==> config.mk <==
export PLATFORM = sky130hd
export DESIGN_NAME = serial_subtractor_4_bit
export DESIGN_NICKNAME = d
export VERILOG_FILES = /design/src/rtl/serial_subtractor_4_bit.sv
export SDC_FILE = /design/constraint.sdc
export NUM_CORES = 1
export LEC_CHECK = 0
export ABC_AREA = 1
export BUFFER_PORTS_ARGS = -buffer_cell sky130_fd_sc_hd__buf_2
export CAP_MARGIN = 5
export CORE_ASPECT_RATIO = 1.75
export CORE_MARGIN = 4
export CORE_UTILIZATION = 44
export CTS_BUF_LIST = sky130_fd_sc_hd__clkbuf_8 sky130_fd_sc_hd__clkbuf_16
export CTS_CLUSTER_DIAMETER = 200
export DETAILED_ROUTE_END_ITERATION = 10
export PLACE_DENSITY = 0.68
export RECOVER_POWER = 100
export SLEW_MARGIN = 20
export SYNTH_ARGS = -nofsm -noshare
export SYNTH_HDL_FRONTEND = slang
export SYNTH_SLANG_ARGS = --single-unit
export TNS_END_PERCENT = 30
==> constraint.sdc <==
create_clock -name clk -period 1.38 [get_ports clk]
set_input_delay 0.138 -clock clk [delete_from_list [all_inputs] [get_ports clk]]
set_output_delay 0.138 -clock clk [all_outputs]
set_load 0.02 [all_outputs]
==> src/rtl/serial_subtractor_4_bit.sv <==
// Bit-serial unsigned subtractor: Diff = A - B computed LSB first, one bit per
// clock through a single borrow flop, with a start/busy/done handshake.
module serial_subtractor_4_bit #(
    parameter int WIDTH = 4
) (
    input  logic             clk,
    input  logic             reset,
    input  logic             start,
    input  logic [WIDTH-1:0] A,
    input  logic [WIDTH-1:0] B,
    output logic             busy,
    output logic             done,
    output logic [WIDTH-1:0] Diff,
    output logic             Bout
);
    localparam int CW = $clog2(WIDTH);
    localparam logic [CW-1:0] LAST_CNT = CW'(WIDTH - 1);

    typedef enum logic [1:0] {
        IDLE,
        SHIFT,
        DONE
    } state_t;

    state_t           state_q, state_d;
    logic [WIDTH-1:0] a_sr_q, a_sr_d;
    logic [WIDTH-1:0] b_sr_q, b_sr_d;
    logic [WIDTH-1:0] d_sr_q, d_sr_d;
    logic [WIDTH-1:0] diff_q, diff_d;
    logic             br_q, br_d;
    logic             bout_q, bout_d;
    logic [CW-1:0]    cnt_q, cnt_d;

    logic a_bit, b_bit, d_bit, br_next;

    // One full-subtractor cell, reused for every bit position.
    assign a_bit   = a_sr_q[0];
    assign b_bit   = b_sr_q[0];
    assign d_bit   = a_bit ^ b_bit ^ br_q;
    assign br_next = (~a_bit & b_bit) | (~(a_bit ^ b_bit) & br_q);

    always_comb begin
        state_d = state_q;
        a_sr_d  = a_sr_q;
        b_sr_d  = b_sr_q;
        d_sr_d  = d_sr_q;
        diff_d  = diff_q;
        br_d    = br_q;
        bout_d  = bout_q;
        cnt_d   = cnt_q;

        case (state_q)
            IDLE, DONE: begin
                if (start) begin
                    a_sr_d  = A;
                    b_sr_d  = B;
                    d_sr_d  = '0;
                    br_d    = 1'b0;
                    cnt_d   = '0;
                    state_d = SHIFT;
                end else begin
                    state_d = IDLE;
                end
            end
            SHIFT: begin
                a_sr_d = {1'b0, a_sr_q[WIDTH-1:1]};
                b_sr_d = {1'b0, b_sr_q[WIDTH-1:1]};
                d_sr_d = {d_bit, d_sr_q[WIDTH-1:1]};
                br_d   = br_next;
                cnt_d  = cnt_q + CW'(1);
                if (cnt_q == LAST_CNT) begin
                    // Publish on the edge entering DONE so outputs hold until the next result.
                    diff_d  = {d_bit, d_sr_q[WIDTH-1:1]};
                    bout_d  = br_next;
                    state_d = DONE;
                end
            end
            default: state_d = IDLE;
        endcase
    end

    always_ff @(posedge clk) begin
        if (reset) begin
            state_q <= IDLE;
            a_sr_q  <= '0;
            b_sr_q  <= '0;
            d_sr_q  <= '0;
            diff_q  <= '0;
            br_q    <= 1'b0;
            bout_q  <= 1'b0;
            cnt_q   <= '0;
        end else begin
            state_q <= state_d;
            a_sr_q  <= a_sr_d;
            b_sr_q  <= b_sr_d;
            d_sr_q  <= d_sr_d;
            diff_q  <= diff_d;
            br_q    <= br_d;
            bout_q  <= bout_d;
            cnt_q   <= cnt_d;
        end
    end

    assign busy = (state_q == SHIFT);
    assign done = (state_q == DONE);
    assign Diff = diff_q;
    assign Bout = bout_q;

endmodule
# Yosys cells after proc, flatten, opt, wreduce, memory -nomap -nowiden
# Cells that the tools add are included.
[classes]
n_eq_ne = 5
n_addsub = 1
mux = 13
n_bitwise = 7
n_reduce_logical = 5
[ops]
columns = ["operator", "n"]
rows = [
  ["$pmux W4 S2", 3],
  ["$mux W4", 3],
  ["$pmux W2 S2", 2],
  ["$eq A2 B2 Y1 const B", 2],
  ["$mux W2", 2],
  ["$reduce_and A2 Y1", 2],
  ["$add A2 B1 Y2 const B", 1],
  ["$and A1 B1 Y1", 2],
  ["$eq A2 B1 Y1 const B", 1],
  ["$logic_not A2 Y1", 1],
  ["$mux W1", 2],
  ["$ne A2 B1 Y1 const B", 1],
  ["$ne A2 B2 Y1 const B", 1],
  ["$not A1 Y1", 2],
  ["$pmux W1 S2", 1],
  ["$reduce_bool A2 Y1", 1],
  ["$reduce_or A2 Y1", 1],
  ["$xor A1 B1 Y1", 2],
  ["$or A1 B1 Y1", 1],
]
[totals]
out_inout_bits = 7
reg_bits = 22

# Logic depth before layout (Yosys ltp)
# Gate-level depths: netlist of run 1.
[depth]
depth_word = 5
mapped_depth = 7
mapped_depth_nobuf = 6

# Worst setup path before layout of run 1
# OpenSTA, ideal clock, no wires.
[synth_path]
kind = "reg-to-reg"
start = "reg br_q"
end = "reg d_sr_q[3]"
stages_incl_launch_ff = 5
arrival_ns = 1.029
setup_slack_ns = 0.285
synth_period_minus_slack_ns = 1.095
setup_ns = 0.066
required_ns = 1.314
path_cell_list = "dfxtp_1 inv_1 fa_1 nand2_1 a21oi_2"
[synth_between]
elab_chain_len = 2
[synth_lines]
columns = ["element", "line", "text"]
rows = [
  ["start: declaration", "30", "logic br_q, br_d;"],
  ["start signal: assignment", "98", "br_q <= br_d;"],
  ["$xor A1 B1 Y1", "39", "assign d_bit = a_bit ^ b_bit ^ br_q;"],
  ["net d_bit", "34", "logic a_bit, b_bit, d_bit, br_next;"],
  ["$pmux W4 S2", "52", "case (state_q)"],
  ["end signal: assignment", "96", "d_sr_q <= d_sr_d;"],
  ["end: declaration", "28", "logic [WIDTH-1:0] d_sr_q, d_sr_d;"],
]
# The timed path passes the listed nets, and every way through them passes these cells.
# A chain may end at the register's enable or synchronous reset.

# Worst setup path after layout of run 1
[layout_path]
start = "reg state_q[0]"
end = "out busy"
[layout_between]
elab_chain_len = 1
[layout_lines]
columns = ["element", "line", "text"]
rows = [
  ["start: declaration", "25", "state_t state_q, state_d;"],
  ["start signal: assignment", "93", "state_q <= state_d;"],
  ["$eq A2 B1 Y1", "104", "assign busy = (state_q == SHIFT);"],
  ["end: declaration", "11", "output logic busy,"],
]
# Every way passes these cells.

==> results of run 1 <==
## through the flow
stage / std cells / cell area, um^2 / total power [mW] / hold slack [ns] / utilization
final: 174 / 1150 / 1.26 / 0.111 / 0.499
after CTS: 174 / 1190 / 1.29 / 0.108 / 0.518
after floorplan: 132 / 1070 / 0.867 / 0.280 / -
after global placement: 170 / 1150 / 0.897 / 0.374 / 0.498
after detailed placement: 170 / 1150 / 0.905 / 0.377 / 0.498
after global routing: 174 / 1150 / 1.33 / 0.119 / 0.499
## flip-flops by register name, summed over array words and instances (netlist names)
| signal | count |
|---|---|
| a_sr_q | 4 |
| d_sr_q | 3 |
| Bout | 1 |
| Diff | 4 |
| b_sr_q | 4 |
| state_q | 2 |
| cnt_q | 2 |
| br_q | 1 |
## power by group through the flow
stage / Clock [mW] / Sequential (mW) / Combinational [mW]
after floorplan: 0 / 0.667 / 0.200
after global placement: 0 / 0.672 / 0.226
after detailed placement: 0 / 0.673 / 0.232
after CTS: 0.399 / 0.659 / 0.233
after global routing: 0.415 / 0.661 / 0.251
final: 0.381 / 0.659 / 0.218
## cells by family after synthesis
kind of cell    share of synthesized area
compound gates                     0.0805
fa+ha+maj                          0.0303
buf+inv                             0.148
flops                               0.392
simple gates                        0.349
## area by class of cell
cell class / count / area (um^2)
multi-input combinational: 84 / 455
clock inverter: 1 / 3.75
tap: 25 / 31.3
sequential: 21 / 420
clock buffer: 3 / 41.3
timing repair buffer: 20 / 114
inverter: 20 / 82.6
fill: 242 / 1150
## critical path, delay by kind of cell (launching register included)
family	cells	cell delay, ns
buffers and inverters	2	0.27
flip-flops	1	0.40
AND/OR/NAND/NOR	1	0.20
## cell usage in the layout (no fill, tap or decap), drive strengths merged
master	count
a21oi	10
buf	13
clkbuf	10
dfxtp	21
fa	1
ha	1
inv	21
nand2	31
nand3	24
nand3b	1
nor2	8
nor3	6
o21ai	2
## how the worst max path moves through the flow
stage	cells after the start	slack (ns)	to	start
floorplan	4	0.29	d_sr_q[3]	br_q
global placement	4	0.26	d_sr_q[3]	br_q
detailed placement	4	0.23	d_sr_q[3]	b_sr_q[0]
CTS	3	0.11	busy	state_q[0]
global route	3	0.05	busy	state_q[0]
finish	3	0.11	busy	state_q[0]
## metal layers
layer	GRT usage	up-vias	wire [um]	part of all wire
met2	0.246	11	1090	0.52
met1	0.169	380	915	0.44
met3	0.0196	2	64	0.031
li1	-	450	-	-
met5	0	-	0	0
met4	0.0749	0	24	0.011
==> insert_results.sql, run 1 <==
INSERT INTO impl_metrics (metric_group, metric, value, unit) VALUES
('min_path', 'whs_path_cells', '3', ''),
('route', 'route.final.wire_length', '2.09', 'mm'),
('clock_tree', 'buffers_inserted_during_post_cts_setup_optimization', '0', ''),
('route', 'drtIter0Drc', '9', ''),
('critical_path', 'path_cells', 'inv_6 -> nor2_8 -> clkbuf_2', ''),
('logic_synthesis', 'postSynthCellCount', '132', ''),
('logic_synthesis', 'netlist_area', '1070', 'um^2'),
('place', 'routabilityCongestion', '0.747', ''),
('min_path', 'type_of_the_most_critical_hold_path', 'primary input to flop', ''),
('floorplanning', 'core_region_area', '2300', 'um^2'),
('logic_synthesis', 'synthDominantAreaCellType', 'dfxtp_1', ''),
('pwr', 'p_seq_frac', '0.523', ''),
('place', 'io_buffers', '17', ''),
('clock_tree', 'root_buffer', 'clkbuf_8', ''),
('logic_synthesis', 'post_synth.cell_area_avg', '8.12', 'um^2'),
('pwr', 'power.density', '1100', 'nW/um^2'),
('floorplanning', 'die_w', '45.3', 'um'),
('floorplanning', 'die_y_extent', '73.3', 'um'),
('floorplanning', 'initial_utilization', '0.466', ''),
('critical_path', 'critical_path_peak_fanout', '16', ''),
('sta', 'setup-violations-final', '0', ''),
('clock_tree', 'gates_resized_cts_repair', '0', ''),
('global_route', 'number_of_global_route_vias_before_repair', '853', ''),
('sta', 'timing_max_transition_violations_final', '0', ''),
('critical_path', 'cp_slowest_stage_delay', '0.40', 'ns'),
('floorplanning', 'design.die.area', '3320', 'um^2'),
('sta', 'setup_repair_after_global_routing_missed_its_margin', 'no', ''),
('outcome', 'run_status', 'finished, final reports clean', ''),
('cells_and_area', 'layout-area-overhead-vs-synth', '7.12', '%'),
('critical_path', 'element_type_at_the_critical_path_start', 'flop', ''),
('cells_and_area', 'ratio_of_cells_with_drive_above_1_in_the_final_layout', '0.215', ''),
('logic_synthesis', 'dominantRegCellSynth', 'dfxtp_1', ''),
('sta', 'finalHoldViolCount', '0', ''),
('clock_tree', 'tritoncts_num_sinks', '21', ''),
('logic_synthesis', 'synth_fp_nets', '145', ''),
('floorplanning', 'std_cell_rows', '23', ''),
('min_path', 'hold_end', 'a_sr_q[1]', ''),
('min_path', 'min-delay-start', 'A[1]', ''),
('pwr', 'power.share.combinational', '0.174', ''),
('logic_synthesis', 'synth_common_cells', '29 x nand2_1, 21 x dfxtp_1, 18 x inv_1, 17 x nand3_1', ''),
('critical_path', 'worst-endpoint-required', '1.24', 'ns'),
('clock_tree', 'cts_max_level', '1', ''),
('route', 'vias', '843', ''),
('place', 'place.detailed.hpwl', '1.55', 'mm'),
('global_route', 'grt_pass1_wl', '3.60', 'mm'),
('sta', 'fin_ws', '0.115', 'ns'),
('global_route', 'grt_antenna_before_repair', '0', ''),
('logic_synthesis', 'postSynthRegisterBits', '21', ''),
('floorplanning', 'io-pin-count', '18', ''),
('pwr', 'internal-power', '0.923', 'mW'),
('pwr', 'max-vdd-ir-drop', '0.735', 'mV'),
('logic_synthesis', 'synthMostInstantiatedCell', 'nand2_1', ''),
('logic_synthesis', 'largest_cells_by_area_after_synthesis', 'dfxtp_1 39%, nand2_1 10%, nand3_1 7.9%, nand3_2 6.5%, inv_1 6.3%', ''),
('global_route', 'grt_max_degree', '22', ''),
('logic_synthesis', 'post_synth_num_cell_types', '21', ''),
('sta', 'worst_pin_slew', '0.382', 'ns'),
('sta', 'maximum_frequency_from_static_timing_analysis', '790', 'MHz'),
('global_route', 'grt.overflow.total', '0', ''),
('clock_tree', 'cts_buffers', '3', ''),
('pwr', 'net-switching-power', '0.335', 'mW'),
('critical_path', 'end_of_the_worst_register_to_register_path', 'state_q[0]', ''),
('critical_path', 'critical_path.slowest_cell', 'dfxtp_1', ''),
('clock_tree', 'tritoncts', 'done', ''),
('logic_synthesis', 'synth-async-reset-ratio', '0', ''),
('cells_and_area', 'fin_nets', '163', ''),
('sta', 'final.setup_skew', '0.00370', 'ns'),
('run', 'max-cap-violations', '0', ''),
('route', 'drt.antenna.violating_nets', '0', ''),
('sta', 'maxSlewHeadroom', '0.745', ''),
('clock_tree', 'clk-insertion-delay-late', '0.25', 'ns'),
('pwr', 'leakagePower', '0.535', 'nW');
No activity file was read; power rests on OpenSTA's default activity.
==> run 2: changes to the inputs <==
--- a/config.mk
+++ b/config.mk
@@ -14,6 +14,7 @@
 export CTS_BUF_LIST = sky130_fd_sc_hd__clkbuf_8 sky130_fd_sc_hd__clkbuf_16
 export CTS_CLUSTER_DIAMETER = 200
 export DETAILED_ROUTE_END_ITERATION = 10
+export GPL_TIMING_DRIVEN = 0
 export PLACE_DENSITY = 0.68
 export RECOVER_POWER = 100
 export SLEW_MARGIN = 20
==> run 2 against run 1 <==
Against the previous run:
- sequential power down 0.6%
- power up 4.9%
- combinational power up 21%
- critical path type unchanged
- critical endpoint unchanged
- largest power group unchanged
==> insert_results.sql, run 2 (same netlist as run 1, synthesis figures left out) <==
INSERT INTO impl_metrics (metric_group, metric, value, unit) VALUES
('cells_and_area', 'final_design_area_no_fill', '1240', 'um^2'),
('route', 'vias', '895', ''),
('sta', 'worst_pin_slew', '0.274', 'ns'),
('clock_tree', 'tritoncts', 'done', ''),
('critical_path', 'end_of_the_worst_register_to_register_path', 'd_sr_q[3]', ''),
('route', 'drc_violations_left', '0', ''),
('cells_and_area', 'insertedDiodeCount', '0', ''),
('floorplanning', 'core_region_area', '2300', 'um^2'),
('critical_path', 'critPathCaptureType', 'output pin', ''),
('clock_tree', 'hold_buffer_count_at_cts', '0', ''),
('pwr', 'max-vdd-ir-drop', '0.697', 'mV'),
('floorplanning', 'design.die.area', '3320', 'um^2'),
('sta', 'final_cycle_share', '0.946', ''),
('critical_path', 'element_type_at_the_critical_path_start', 'flop', ''),
('sta', 'finalHoldViolCount', '0', ''),
('clock_tree', 'tritoncts_num_sinks', '21', ''),
('place', 'io_buffers', '16', ''),
('cells_and_area', 'layout_common_cells', '29 x nand2_1, 21 x dfxtp_1, 18 x inv_1, 17 x nand3_1, 10 x buf_2', ''),
('sta', 'timing_max_transition_violations_final', '0', ''),
('sta', 'finalHoldWorstSlack', '0.111', 'ns'),
('critical_path', 'regToRegStartpoint', 'br_q', ''),
('critical_path', 'worst-endpoint-required', '1.24', 'ns'),
('clock_tree', 'root_buffer', 'clkbuf_8', ''),
('global_route', 'grt_busiest_layer', 'met2', ''),
('global_route', 'number_of_global_route_vias_before_repair', '948', ''),
('cells_and_area', 'layout.cells.most_common', 'nand2_1', ''),
('clock_tree', 'cts_max_level', '1', ''),
('critical_path', 'r2r_cells', '4', ''),
('min_path', 'type_of_the_most_critical_hold_path', 'primary input to flop', ''),
('route', 'routedWlPerCell', '11.9', 'um'),
('cells_and_area', 'layout-area-overhead-vs-synth', '16.1', '%'),
('floorplanning', 'std_cell_rows', '23', ''),
('floorplanning', 'io-pin-count', '18', ''),
('min_path', 'min-delay-start', 'B[0]', ''),
('global_route', 'global_route.usage.met1', '0.172', ''),
('global_route', 'gr-usage-met2', '0.267', ''),
('clock_tree', 'clk_transition_reported_paths', '0.08', 'ns'),
('floorplanning', 'die_y_extent', '73.3', 'um'),
('global_route', 'grt_max_degree', '13', ''),
('global_route', 'grt_use_total', '0.152', ''),
('sta', 'maxSlewHeadroom', '0.817', ''),
('sta', 'timing.setup.tns', '0', 'ns'),
('global_route', 'grt_use_met3', '0.0245', ''),
('sta', 'maximum_frequency_from_static_timing_analysis', '766', 'MHz'),
('route', 'drtIter0Drc', '21', ''),
('cells_and_area', 'fin_nets', '168', ''),
('sta', 'fin_ws', '0.0750', 'ns'),
('critical_path', 'timing.critical_path.arrival', '1.17', 'ns'),
('route', 'drt.antenna.violating_nets', '0', ''),
('critical_path', 'cp-endpoint', 'busy', ''),
('global_route', 'grt_antenna_before_repair', '0', ''),
('pwr', 'leakagePower', '0.570', 'nW'),
('run', 'max-cap-violations', '0', ''),
('critical_path', 'crit_path_start', 'state_q[0]', ''),
('pwr', 'power.density', '1060', 'nW/um^2'),
('place', 'detailedPlace.worstSlack', '0.253', 'ns'),
('clock_tree', 'cts_buffers', '3', ''),
('floorplanning', 'die_w', '45.3', 'um'),
('floorplanning', 'initial_utilization', '0.466', ''),
('sta', 'layout_min_cycle_time', '1.31', 'ns'),
('place', 'placed_cell_area', '1180', 'um^2'),
('place', 'place.detailed.hpwl', '1.62', 'mm'),
('place', 'routabilityCongestion', '0.754', ''),
('sta', 'final.setup_skew', '0.00463', 'ns'),
('cells_and_area', 'ratio_of_cells_with_drive_above_1_in_the_final_layout', '0.279', ''),
('critical_path', 'setup.reg_to_reg.worst_slack', '0.22', 'ns'),
('global_route', 'grt_pass1_wl', '3.85', 'mm'),
('clock_tree', 'clk-insertion-delay-late', '0.26', 'ns'),
('critical_path', 'criticalPathCategory', 'flop to output pin', ''),
('clock_tree', 'clockBufferDepth', '2', ''),
('route', 'drt_pre_antenna_iters', '4', ''),
('outcome', 'run_status', 'finished, final reports clean', ''),
('cells_and_area', 'layout.core_utilization', '0.541', ''),
('route', 'route.final.wire_length', '2.12', 'mm'),
('route', 'ratio_of_routed_vias_to_standard_cells', '5.00', ''),
('critical_path', 'critical_path_peak_fanout', '10', ''),
('sta', 'setup-violations-final', '0', ''),
('global_route', 'grt.overflow.total', '0', '');
run 2: cell types whose count changed in the layout (fill, tap and decap cells not counted), sizes merged:
cell | previous run | this run
buf | 13 | 20
clkbuf | 10 | 8
clkinv | 0 | 1
inv | 21 | 20
run 2: final cells by class:
type                    instances  area [um^2]
plain buffers                   7         80.1
inverters                      20         82.6
multi-input cells              84          493
clock inverters                 1         5.00
well taps                      25         31.3
repair buffers                 18         91.3
flip-flops and latches         21          420
clock buffers                   3         41.3
fillers                       234         1060
run 2: per-layer routing:
| metal | routed length, um | vias to the layer above |
|---|---|---|
| li1 | - | 460 |
| met1 | 852 | 418 |
| met2 | 1160 | 13 |
| met3 | 76 | 4 |
| met4 | 36 | 0 |
| met5 | 0 | - |
run 2: where the power goes:
group	internal [mW]	switching [mW]	total, mW
registers	0.640	0.0156	0.655
logic	0.116	0.147	0.264
clock network	0.201	0.200	0.401
run 2: critical path: stages (launching register included):
cell and delay (ns):
dfxtp_1 0.33, buf_6 0.13, inv_6 0.04, nor2_8 0.12, buf_8 0.15, buf_4 0.14
run 2: through the flow:
step	cells	total power [mW]
2_1_floorplan	132	0.867
4_1_cts	177	1.32
6_report	179	1.32
5_1_grt	179	1.40
3_3_place_gp	173	0.919
3_5_place_dp	173	0.924
run 2: worst min path at each step:
stage / cells after the start / slack [ns] / endpoint
after floorplan: 2 / 0.28 / a_sr_q[0]
after global placement: 3 / 0.37 / a_sr_q[2]
after detailed placement: 3 / 0.38 / a_sr_q[2]
after CTS: 3 / 0.11 / a_sr_q[2]
after global routing: 2 / 0.13 / br_q
final: 3 / 0.11 / b_sr_q[0]
run 2: repair_timing:
action / in CTS / in global routing
gates resized for setup: 1 / 1
setup endpoints to repair: 1 / 1
buffers inserted: 0 / 2
